$ cat src/rtl/draw_pkg.sv
// Shared types and widths for the frame draw path.
// Optional overrun counter in the top: OVERRUN_CNT_EN.
package draw_pkg;

  localparam int X_W             = 8;
  localparam int Y_W             = 7;
  localparam int COLOR_DEPTH_DEF = 9;
  localparam int OFFSET_W_DEF    = 7;
  localparam int MAX_OFFSET_DEF  = 80;
  localparam int BUSY_TIMEOUT    = 4;
  localparam int TMO_W           = 2;

  typedef enum logic [2:0] {
    IDLE,
    COMMIT,
    BG_GO,
    BG_BUSY,
    BG_RUN,
    SPR_GO,
    SPR_BUSY,
    SPR_RUN
  } state_t;

endpackage

$ cat src/rtl/offset_scroller.sv
// Tile x_offset register with saturating +/-1 step.
// Only moves on a commit strobe, so it is frame-stable.
module offset_scroller
  import draw_pkg::*;
#(
  parameter int OFFSET_W   = OFFSET_W_DEF,
  parameter int MAX_OFFSET = MAX_OFFSET_DEF
) (
  input  logic                clock,
  input  logic                resetn,
  input  logic                commit,
  input  logic                scroll_right,
  input  logic                scroll_left,
  output logic [OFFSET_W-1:0] x_offset
);

  localparam logic [OFFSET_W-1:0] MAX_V =
    OFFSET_W'(MAX_OFFSET);

  logic [OFFSET_W-1:0] x_offset_q;
  logic [OFFSET_W-1:0] x_offset_d;

  // next offset: step once per commit, clamp at both ends
  always_comb begin
    x_offset_d = x_offset_q;
    if (commit) begin
      unique case (1'b1)
        scroll_right & ~scroll_left: begin
          if (x_offset_q < MAX_V)
            x_offset_d = x_offset_q + 1'b1;
        end
        scroll_left & ~scroll_right: begin
          if (x_offset_q != '0)
            x_offset_d = x_offset_q - 1'b1;
        end
        default: x_offset_d = x_offset_q;
      endcase
    end
  end

  // offset register
  always_ff @(posedge clock or negedge resetn) begin
    if (!resetn) x_offset_q <= '0;
    else         x_offset_q <= x_offset_d;
  end

  assign x_offset = x_offset_q;

endmodule

$ cat src/rtl/frame_draw_scheduler.sv
// Per-frame sequencer: commit scroll, bg draw, sprite draw.
// Owns the VGA write port. Option: OVERRUN_CNT_EN.
module frame_draw_scheduler
  import draw_pkg::*;
#(
  parameter int COLOR_DEPTH = COLOR_DEPTH_DEF,
  parameter int OFFSET_W    = OFFSET_W_DEF,
  parameter int MAX_OFFSET  = MAX_OFFSET_DEF
) (
  input  logic                   clock,
  input  logic                   resetn,
  input  logic                   frame_tick,
  input  logic                   scroll_right,
  input  logic                   scroll_left,
  output logic [OFFSET_W-1:0]    x_offset,
  output logic                   bg_enable,
  input  logic                   bg_done,
  input  logic [X_W-1:0]         bg_x,
  input  logic [Y_W-1:0]         bg_y,
  input  logic [COLOR_DEPTH-1:0] bg_color,
  input  logic                   bg_plot,
  output logic                   spr_enable,
  input  logic                   spr_done,
  input  logic [X_W-1:0]         spr_x,
  input  logic [Y_W-1:0]         spr_y,
  input  logic [COLOR_DEPTH-1:0] spr_color,
  input  logic                   spr_plot,
  output logic [X_W-1:0]         vga_x,
  output logic [Y_W-1:0]         vga_y,
  output logic [COLOR_DEPTH-1:0] vga_color,
  output logic                   vga_plot,
  output logic                   busy,
  output logic [7:0]             overrun_cnt
);

  localparam logic [TMO_W-1:0] TMO_LAST =
    TMO_W'(BUSY_TIMEOUT - 1);

  state_t           state_q, state_d;
  logic             pending_q, pending_d;
  logic [TMO_W-1:0] tmo_q, tmo_d;
  logic             bg_enable_q, bg_enable_d;
  logic             spr_enable_q, spr_enable_d;
  logic             commit;

  assign busy       = (state_q != IDLE);
  assign bg_enable  = bg_enable_q;
  assign spr_enable = spr_enable_q;

  offset_scroller #(
    .OFFSET_W   (OFFSET_W),
    .MAX_OFFSET (MAX_OFFSET)
  ) u_scroll (
    .clock        (clock),
    .resetn       (resetn),
    .commit       (commit),
    .scroll_right (scroll_right),
    .scroll_left  (scroll_left),
    .x_offset     (x_offset)
  );

  // next state, pending merge, busy-wait timeout, strobes
  always_comb begin
    state_d   = state_q;
    pending_d = pending_q;
    tmo_d     = tmo_q;
    commit    = 1'b0;
    if (frame_tick && busy) pending_d = 1'b1;
    unique case (state_q)
      IDLE: begin
        if (frame_tick || pending_q) begin
          state_d   = COMMIT;
          pending_d = 1'b0;
        end
      end
      COMMIT: begin
        commit  = 1'b1;
        state_d = BG_GO;
      end
      BG_GO: begin
        tmo_d   = '0;
        state_d = BG_BUSY;
      end
      BG_BUSY: begin
        if (!bg_done)              state_d = BG_RUN;
        else if (tmo_q == TMO_LAST) state_d = SPR_GO;
        else                       tmo_d   = tmo_q + 1'b1;
      end
      BG_RUN: begin
        if (bg_done) state_d = SPR_GO;
      end
      SPR_GO: begin
        tmo_d   = '0;
        state_d = SPR_BUSY;
      end
      SPR_BUSY: begin
        if (!spr_done)             state_d = SPR_RUN;
        else if (tmo_q == TMO_LAST) state_d = IDLE;
        else                       tmo_d   = tmo_q + 1'b1;
      end
      SPR_RUN: begin
        if (spr_done) state_d = IDLE;
      end
      default: state_d = IDLE;
    endcase
    bg_enable_d  = (state_d == BG_GO);
    spr_enable_d = (state_d == SPR_GO);
  end

  // FSM and strobe registers
  always_ff @(posedge clock or negedge resetn) begin
    if (!resetn) begin
      state_q      <= IDLE;
      pending_q    <= 1'b0;
      tmo_q        <= '0;
      bg_enable_q  <= 1'b0;
      spr_enable_q <= 1'b0;
    end else begin
      state_q      <= state_d;
      pending_q    <= pending_d;
      tmo_q        <= tmo_d;
      bg_enable_q  <= bg_enable_d;
      spr_enable_q <= spr_enable_d;
    end
  end

  // VGA port mux: only the active drawer reaches the adapter
  always_comb begin
    vga_x     = '0;
    vga_y     = '0;
    vga_color = '0;
    vga_plot  = 1'b0;
    unique case (state_q)
      BG_BUSY, BG_RUN: begin
        vga_x     = bg_x;
        vga_y     = bg_y;
        vga_color = bg_color;
        vga_plot  = bg_plot;
      end
      SPR_BUSY, SPR_RUN: begin
        vga_x     = spr_x;
        vga_y     = spr_y;
        vga_color = spr_color;
        vga_plot  = spr_plot;
      end
      default: vga_plot = 1'b0;
    endcase
  end

`ifdef OVERRUN_CNT_EN
  logic [7:0] overrun_q, overrun_d;

  // saturating count of ticks that landed mid-frame
  always_comb begin
    overrun_d = overrun_q;
    if (frame_tick && busy && overrun_q != 8'hFF)
      overrun_d = overrun_q + 8'd1;
  end

  // overrun counter register
  always_ff @(posedge clock or negedge resetn) begin
    if (!resetn) overrun_q <= 8'd0;
    else         overrun_q <= overrun_d;
  end

  assign overrun_cnt = overrun_q;
`else
  assign overrun_cnt = 8'd0;
`endif

endmodule

$ cat config.mk
export PLATFORM = sky130hd
export DESIGN_NAME = frame_draw_scheduler
export DESIGN_NICKNAME = d
export VERILOG_FILES = /design/src/rtl/draw_pkg.sv /design/src/rtl/offset_scroller.sv /design/src/rtl/frame_draw_scheduler.sv
export SDC_FILE = /design/constraint.sdc
export NUM_CORES = 1
export LEC_CHECK = 0
export ABC_AREA = 1
export CAP_MARGIN = 20
export CORE_UTILIZATION = 38
export DETAILED_ROUTE_END_ITERATION = 10
export PLACE_DENSITY = 0.79
export SLEW_MARGIN = 10
export SYNTH_ARGS = -nofsm -noshare
export SYNTH_HDL_FRONTEND = slang
export SYNTH_SLANG_ARGS = --single-unit
$ cat constraint.sdc
create_clock -name clock -period 2 [get_ports clock]
set_input_delay 0.3 -clock clock [delete_from_list [all_inputs] [get_ports clock]]
set_output_delay 0.3 -clock clock [all_outputs]
set_load 0.05 [all_outputs]
==> flow_results.org, run 1 <==
** Clocking
- In this run the number of H-tree levels came out at 1.
- Clock Tree Root :: sky130_fd_sc_hd__clkbuf_8
- For this design, the sink count on the clock tree is 15.
- CTS tree :: built
- Clock transition at path regs :: 60 ps
- Number of gates given a new drive strength after cts :: 0
- Clock network latency to the later pin of the worst-skew pair :: 250 ps
- Maximum buffer depth of the clock tree :: 2
- Quantity of hold-fixing buffers added after cts :: 0
- Post-CTS setup buffer count :: 0
- Clock tree synthesis inserted a total of 3 buffers.

** Routing
- Initial detailed-routing violation count :: 129
- Final ANT Viol Nets :: 0
- Vias :: just over 2,000
- DRC violation count after routing :: 0
- WL/cell :: 13.6 um
- The first TritonRoute pass finished after 4 iterations.
- Number of vias per cell after detailed routing :: 4.93
- Wires add up to between 5000 and 6000 um.

** Timing
- Setup TNS :: 0 ps
- RSZ-0062 raised after global routing :: false
- Total count of hold-check failures in the final report :: 0
- Clock skew on the completed layout was measured at 0.565 ps.
- The clock period could shrink to roughly 1900 ps.
- Final setup violating endpoints :: 0
- The max-slew violation count came to 0.
- Across all hold checks on the routed design, the worst slack comes to 460 ps.
- For this run, the top clock speed supported by timing is 532 MHz.
- Setup slack on the critical path of the routed design comes to 120 ps.
- Relative slew margins :: 54.8%
- Slew at the pin closest to its max-slew limit :: 676 ps
- After layout, the worst path uses 94.0% of the clock period.

** Floorplanning
- The die is about 67 um tall.
- The floorplan step defined a die boundary enclosing 4520 um2.
- Core footprint :: roughly 4000 um2
- Initial Util :: 40.1%
- Standard-cell rows :: 23
- The die is 67.2 um wide.
- Pin placement for this block handled 100 I/O pins.

** Critical path
- Buffers and inverters on the worst path :: 2
- Data on the critical path arrives at its endpoint at around 1600 ps.
- Worst-path maximum fanout :: 25
- Kind of end point of the critical path :: output pin
- Cell type group with the largest total delay on the critical path :: flip-flops
- The worst setup path is launched from a register.
- Cell chain of the critical path :: nand2_2 > nor2_4 > buf_4 > o21ai_0 > nand2_1 > buf_12
- Slowest stage cell on the critical path :: sky130_fd_sc_hd__dfrtp_1
- Critical path class :: reg -> out
- Critical Path RT :: 1700 ps
- In this design, the stage delay of the slowest critical-path cell is between 400 and 500 ps.

** GRT
- The via count of the first global-routing pass was 1,790.
- Global routing consumed, on the met3 layer, around 4.9% of the routing resources.
- GRT busiest layer :: met2
- Met1 GRT Util :: between 20 and 30%
- The first global-routing pass estimated 8270 um of wire.
- Across every metal layer, demand over resource in global routing totals 24.0%.
- Summed over all layers, the global routing overflow is 0.
- Met2 Usage GRT :: 42.5%
- Entering global routing, the biggest net connects 27 pins.
- Antenna violations before repair :: 0

** Place
- Placed Area :: 2870 um2
- Dpl cells :: 407
- Input and output buffers added on the ports amount to 91.
- At the placement stage, the worst setup path has a slack of -47.0 ps.
- Final Wtd Congestion :: between 0.8 and 0.9
- The HPWL after detailed placement is 4420 um.

** Cells and area
- Net count of the finished layout :: 426
- The number of antenna diodes in the final layout is 0.
- Relative to the synthesized area, the layout overhead comes to 80.3%.
- In the final layout, the multi-input gates occupy 1040 um2.
- Total of fill cells in the finished design :: 323
- Fraction of layout cells with a size suffix above 1 :: 18.3%
- Final instance count without filler cells :: roughly 400
- Across the whole layout, storage elements account for 377 um2.
- Final standard cell area without fillers :: between 2000 and 3000 um2

** Logic synthesis
- The synthesized design contains 15 register bits.
- YS warnings :: 0
- In this run the mean area of a mapped cell was just over 6 um2.
- Synthesized cell area :: 1620 um2
- Share of synthesized area occupied by flip-flops and latches :: 23.2%
- Synthesis handed over a netlist of 261 instances.
- Count of cell types in the netlist :: 28

** Pwr
- Power density cells :: 1780 nW/um2
- In this run the static leakage power is 1.47 nW.
- The worst-case IR drop observed on VDD is 1.01 mV.

** Worst hold path
- The worst hold path belongs to the class in -> async.

** Status
- The flow ran to the end, and the final reports show no timing, DRC or antenna violations.

** Job
- The tool flagged a number of max-cap violations equal to 0.
-- layout by cell type (no fill, tap or decap), types with 4 or more instances in the layout --
cell	n
sky130_fd_sc_hd__a21oi_1	4
sky130_fd_sc_hd__dfrtp_1	14
sky130_fd_sc_hd__inv_2	4
sky130_fd_sc_hd__inv_1	21
sky130_fd_sc_hd__nor2_1	12
sky130_fd_sc_hd__buf_4	16
sky130_fd_sc_hd__o21ai_0	19
sky130_fd_sc_hd__nand4_1	4
sky130_fd_sc_hd__nand3_1	38
sky130_fd_sc_hd__o21ai_1	7
sky130_fd_sc_hd__clkdlybuf4s50_1	65
sky130_fd_sc_hd__ha_1	6
sky130_fd_sc_hd__nand2_1	91
sky130_fd_sc_hd__conb_1	8
sky130_fd_sc_hd__buf_12	26
-- layout make-up --
| type | instances | share of cell area, % |
|---|---|---|
| Multi-Input combinational cell | 209 | 35.6 |
| Timing Repair Buffer | 107 | 44.3 |
| Sequential cell | 15 | 12.9 |
| Tap cell | 50 | 2.15 |
| Inverter | 26 | 3.43 |
| Clock inverter | 1 | 0.172 |
| Clock buffer | 3 | 1.42 |
-- report_power, final --
group          internal [mW]  leakage [nW]  switching, mW
logic                   1.77          1.26           2.57
clock network          0.138        0.0255          0.109
registers              0.443         0.187          0.165
total                   2.36          1.47           2.84
-- registers in the layout, summed over array words and instances, names as in the netlist --
name,count
tmo_q,2
pending_q,1
bg_enable,1
state_q,3
u_scroll.x_offset,7
spr_enable,1
-- Yosys cell counts, drive strengths merged --
| master | n | share of area, % |
|---|---|---|
| o211ai | 1 | 0.46 |
| nor3 | 1 | 0.62 |
| or2 | 1 | 0.39 |
| nand3 | 41 | 14 |
| fa | 1 | 1.2 |
| a21oi | 4 | 1.2 |
| o21ai | 27 | 8.6 |
| ha | 6 | 4.6 |
| nand2 | 94 | 22 |
| xnor2 | 2 | 1.1 |
| clkbuf | 2 | 0.46 |
| buf | 16 | 7.7 |
| nand4 | 4 | 1.5 |
| conb | 1 | 0.23 |
| nor2 | 17 | 5.6 |
| inv | 26 | 6.0 |
| dfrtp | 15 | 23 |
| xor2 | 1 | 0.54 |
| nand3b | 1 | 0.46 |
-- per-layer routing --
metal,vias up,wire (um),part of all wire (%)
met5,-,0,0
met4,0,65,1.2
met3,7,574,10
met2,85,2610,47
met1,912,2360,42
li1,1024,-,-
-- worst paths after layout --
kind | from | endpoint | slack (ps) | cells after the start
worst max register to register | u_scroll.x_offset[0] | u_scroll.x_offset[4] | 390 | 9
worst min-delay path | resetn | u_scroll.x_offset[4] | 460 | 1
worst max-delay path | state_q[1] | vga_color[7] | 120 | 6
min in group clock | tmo_q[1] | tmo_q[1] | 510 | 2
worst min register to register | tmo_q[1] | tmo_q[1] | 510 | 2
max in group asynchronous | resetn | state_q[0] | 1070 | 1
-- stage by stage --
stage,total power [mW],utilization (%)
after floorplan,3.09,-
after global placement,4.89,71.1
after detailed placement,4.95,71.1
after CTS,5.21,72.3
after global routing,5.48,72.4
final,5.20,72.4
-- logic make-up after synthesis --
kind of cell             Yosys count  synth area share (%)
AO/OA/AOI/OAI                     32                  10.3
XOR/XNOR                           3                  1.63
adder cells (fa/ha/maj)            7                  5.88
buffers and inverters             44                  14.2
flip-flops                        15                  23.2
other                              1                 0.232
AND/OR/NAND/NOR                  159                  44.6
Power figures use the tool's default switching activity.
==> inputs of run 2 (changes only) <==
--- a/config.mk
+++ b/config.mk
@@ -9,6 +9,7 @@
 export CAP_MARGIN = 20
 export CORE_UTILIZATION = 38
 export DETAILED_ROUTE_END_ITERATION = 10
+export GPL_ROUTABILITY_DRIVEN = 0
 export PLACE_DENSITY = 0.79
 export SLEW_MARGIN = 10
 export SYNTH_ARGS = -nofsm -noshare
==> results of run 2 <==
The final DEF is identical to that of run 1; final timing and power are the same.
==> inputs of run 3 (changes only) <==
==> constraint.sdc (replaced) <==
create_clock -name clock -period 2 [get_ports clock]
set_input_delay 0.3 -clock clock [delete_from_list [all_inputs] [get_ports clock]]
set_output_delay 0.3 -clock clock [all_outputs]
set_load 0.005 [all_outputs]
==> run 3 against run 2 <==
Against the previous run: hold slack improved by 3.0 ps; combinational power down 41%; total power fell by 34%; sequential cell count is the same; largest power group unchanged; critical endpoint is now vga_color[0]; clock skew rose by 1.5 ps; the flow now finishes with violations (setup timing); first-iteration DRC count fell by 16%; routed wire length up 0.18%; cell count increased by 2.9%; largest cell class unchanged.
==> flow_results.org, run 3 (same netlist as run 1, synthesis figures left out) <==
** Cells and area
- The post-layout instance count excluding filler cells was 423 (+2.9%).
- The post-layout net count is 438 (+2.8%).
- Number of inserted diodes :: 0 (unchanged)
- Max FFs per register :: 7 (unchanged)
- The final cell utilization of the core was 69.8% (-2.5 points).
- Leaving out fill and tap cells, the most frequent cell in the layout is sky130_fd_sc_hd__nand2_1.
- Top library cells by usage in the layout, fill and taps aside :: 91 x sky130_fd_sc_hd__nand2_1, 70 x sky130_fd_sc_hd__clkdlybuf4s50_1, 38 x sky130_fd_sc_hd__nand3_1, 21 x sky130_fd_sc_hd__inv_1, 21 x sky130_fd_sc_hd__buf_4
- Compared with the post-synthesis result, the final layout area differs by 74.1%.
- Fraction of layout cells with a size suffix above 1 :: 14.5% (-3.8 points)

** Timing
- The final setup slack of the worst path is -4.95 ps (-125 ps).
- Relative slew margins :: 53.9% (-0.88 points)
- The total setup violations reported at the end of the flow was 1 (+1).
- The minimum clock period after layout was 2000 ps (+125 ps).
- The slew at the pin with the worst max-slew slack was 690 ps (+13.2 ps).
- Share of the clock period used by the worst path :: 100% (+6.2 points)
- The highest attainable clock frequency came to 499 MHz (-6.2%).
- Setup repair after global routing could not meet its margin everywhere.
- Worst Skew :: 2.09 ps (+1.52 ps)
- The hold violation total from the final report was 0 (unchanged).
- Number of pins exceeding their max-slew limit in the final report :: 0 (unchanged)

** Floorplanning
- The number of ports placed on the die boundary is 100 (unchanged).
- Standard-cell rows :: 23 (unchanged)
- The floorplan core area is 4030 um2 (unchanged).
- The starting utilization of the core area was 40.1% (unchanged).
- DIE AREA :: 4520 um2 (unchanged)
- The die extent in y is 67.2 um (unchanged).
- The horizontal die dimension came to 67.2 um (unchanged).

** GRT
- The via count of the first global-routing pass is 1,771 (-1.1%).
- The total congestion overflow was 0 (unchanged).
- The number of antenna violations at the first check in global routing was 0 (unchanged).
- The combined global-route utilization of all metal layers was 23.9% (-0.11 points).
- First-pass GRT wire length :: 8180 um (-1.2%)
- The largest net degree at the start of global routing came to 30 (+11%).

** Critical path
- The critical path is of the reg -> out type.
- The worst-path maximum fanout was 29 (+16%).
- Cell type group with the largest total delay on the critical path :: buffers and inverters
- Cell chain of the critical path :: buf_4 > nand3_1 > nand2_1 > clkdlybuf4s50_1
- Arrival time of data at the critical path endpoint :: 1700 ps (+120 ps)
- For this design, the slowest cell found on the critical path is sky130_fd_sc_hd__clkdlybuf4s50_1.
- STA classifies the critical path startpoint as a register.
- The data required time of the worst path was 1700 ps (about the same).
- Peak per-stage delay on the critical path :: 520 ps (+60 ps)
- The buffers plus inverters on the worst setup path came to 2 (unchanged).
- STA classifies the critical path endpoint as an output pin.

** Place
- The number of port buffers was 91 (unchanged).
- HPWL reported at the end of detailed placement :: 4060 um (-8.0%)
- The number of cells in the design after placement came to 408 (+0.25%).

** Routing
- The routed length per placed instance is 13.3 um (-2.7%).
- The number of remaining DRC errors came to 0 (unchanged).
- Final Routed Wirelength :: 5620 um (+0.18%)
- The remaining antenna violation count after routing came to 0 (unchanged).
- Number of vias per cell after detailed routing :: 4.85 (-1.8%)
- Initial detailed-routing violation count :: 109 (-16%)
- The total iterations of the first detailed-routing run is 4 (unchanged).
- Vias :: 2,050 (+1.1%)

** Clocking
- Clock network latency to the later pin of the worst-skew pair :: 250 ps (about the same)
- The deepest clock path buffer count was 2 (unchanged).
- Quantity of hold-fixing buffers added after cts :: 0 (unchanged)
- The depth of the CTS H-tree came to 1 (unchanged).
- The number of clock sinks seen by CTS came to 15 (unchanged).
- The number of buffers created by CTS was 3 (unchanged).
- Clock Tree Root :: sky130_fd_sc_hd__clkbuf_8
- TritonCTS built the clock tree.
- The post-CTS clock slew at the launch and capture registers of the worst setup and hold paths came to 60 ps (about the same).

** Job
- The number of max-capacitance violations reported came to 0 (unchanged).

** Pwr
- The power per cell area was 1210 nW/um2 (-32%).
- Leak pwr :: 1.63 nW (+11%)
- Worst vdd ir :: 0.658 mV (-35%)

** Worst hold path
- In this run the worst hold path is classified as in -> async.

** Status
- Outcome :: finished, violations left
- Violated checks :: setup timing
[run 3: cell count changes in the layout (fill, tap and decap cells not counted), moves of 2 or more]
| cell | previous run | this run |
|---|---|---|
| sky130_fd_sc_hd__buf_12 | 26 | 1 |
| sky130_fd_sc_hd__dlymetal6s2s_1 | 0 | 13 |
| sky130_fd_sc_hd__dlygate4sd2_1 | 0 | 6 |
| sky130_fd_sc_hd__buf_4 | 16 | 21 |
| sky130_fd_sc_hd__clkdlybuf4s50_1 | 65 | 70 |
| sky130_fd_sc_hd__o21ai_0 | 19 | 16 |
| sky130_fd_sc_hd__buf_6 | 0 | 2 |
| sky130_fd_sc_hd__o21ai_1 | 7 | 9 |
[run 3: area by class of cell]
cell class	count	area, um2
Timing Repair inverter	3	20.0
Fill cell	348	1210
Inverter	26	103
Sequential cell	15	377
Clock inverter	1	5.00
Tap cell	50	62.6
Clock buffer	3	41.3
Multi-Input combinational cell	209	1050
Timing Repair Buffer	116	1160
[run 3: final timing paths]
path                                         to  depth (start not counted)  slack [ps]            startpoint
max reg2reg                u_scroll.x_offset[4]                          9         420  u_scroll.x_offset[0]
min                        u_scroll.x_offset[6]                          1         460                resetn
min reg2reg                            tmo_q[1]                          2         480              tmo_q[1]
max in group asynchronous            state_q[2]                          1        1060                resetn
min in group clock                     tmo_q[1]                          2         480              tmo_q[1]
max                                vga_color[0]                          4          -5            state_q[1]
[run 3: routing by layer]
metal,global-route usage (%),part of all wire (%),up-vias
met4,6.65,1.2,0
met2,43.0,47,75
met1,28.1,41,909
met3,5.41,10,9
met5,0,0,-
li1,-,-,1057
[run 3: timing repair]
item | 4_1_cts | 5_1_grt
setup endpoints to repair | 25 | 20
gates resized for setup | 14 | 24
pin swaps | 3 | 1
buffers inserted | 5 | 2
cloned | 3 | 1
[run 3: power by group]
| part | switching (mW) | internal (mW) |
|---|---|---|
| clock network | 0.112 | 0.138 |
| logic | 1.28 | 1.28 |
| registers | 0.146 | 0.443 |
[run 3: stage by stage]
stage                     power [mW]  hold WS, ps  worst slack (ps)  instance area (um2)  setup TNS [ps]
after CTS                       3.35          481             -8.60                 2730           -8.60
after detailed placement        3.05          467             -49.2                 2630            -116
after global routing            3.70          500              -102                 2810            -404
after floorplan                 1.88         4.41               446                 1640               0
after global placement          3.01          468             -17.9                 2630           -29.3
final                           3.41          463             -4.95                 2810           -4.95
[run 3: worst reg2reg max path, delay by kind of cell (launching register included)]
family	cells	cell delay, ps
fa+ha+maj	1	450
flops	1	420
xor+xnor	1	120
buf+inv	2	200
simple gates	5	280
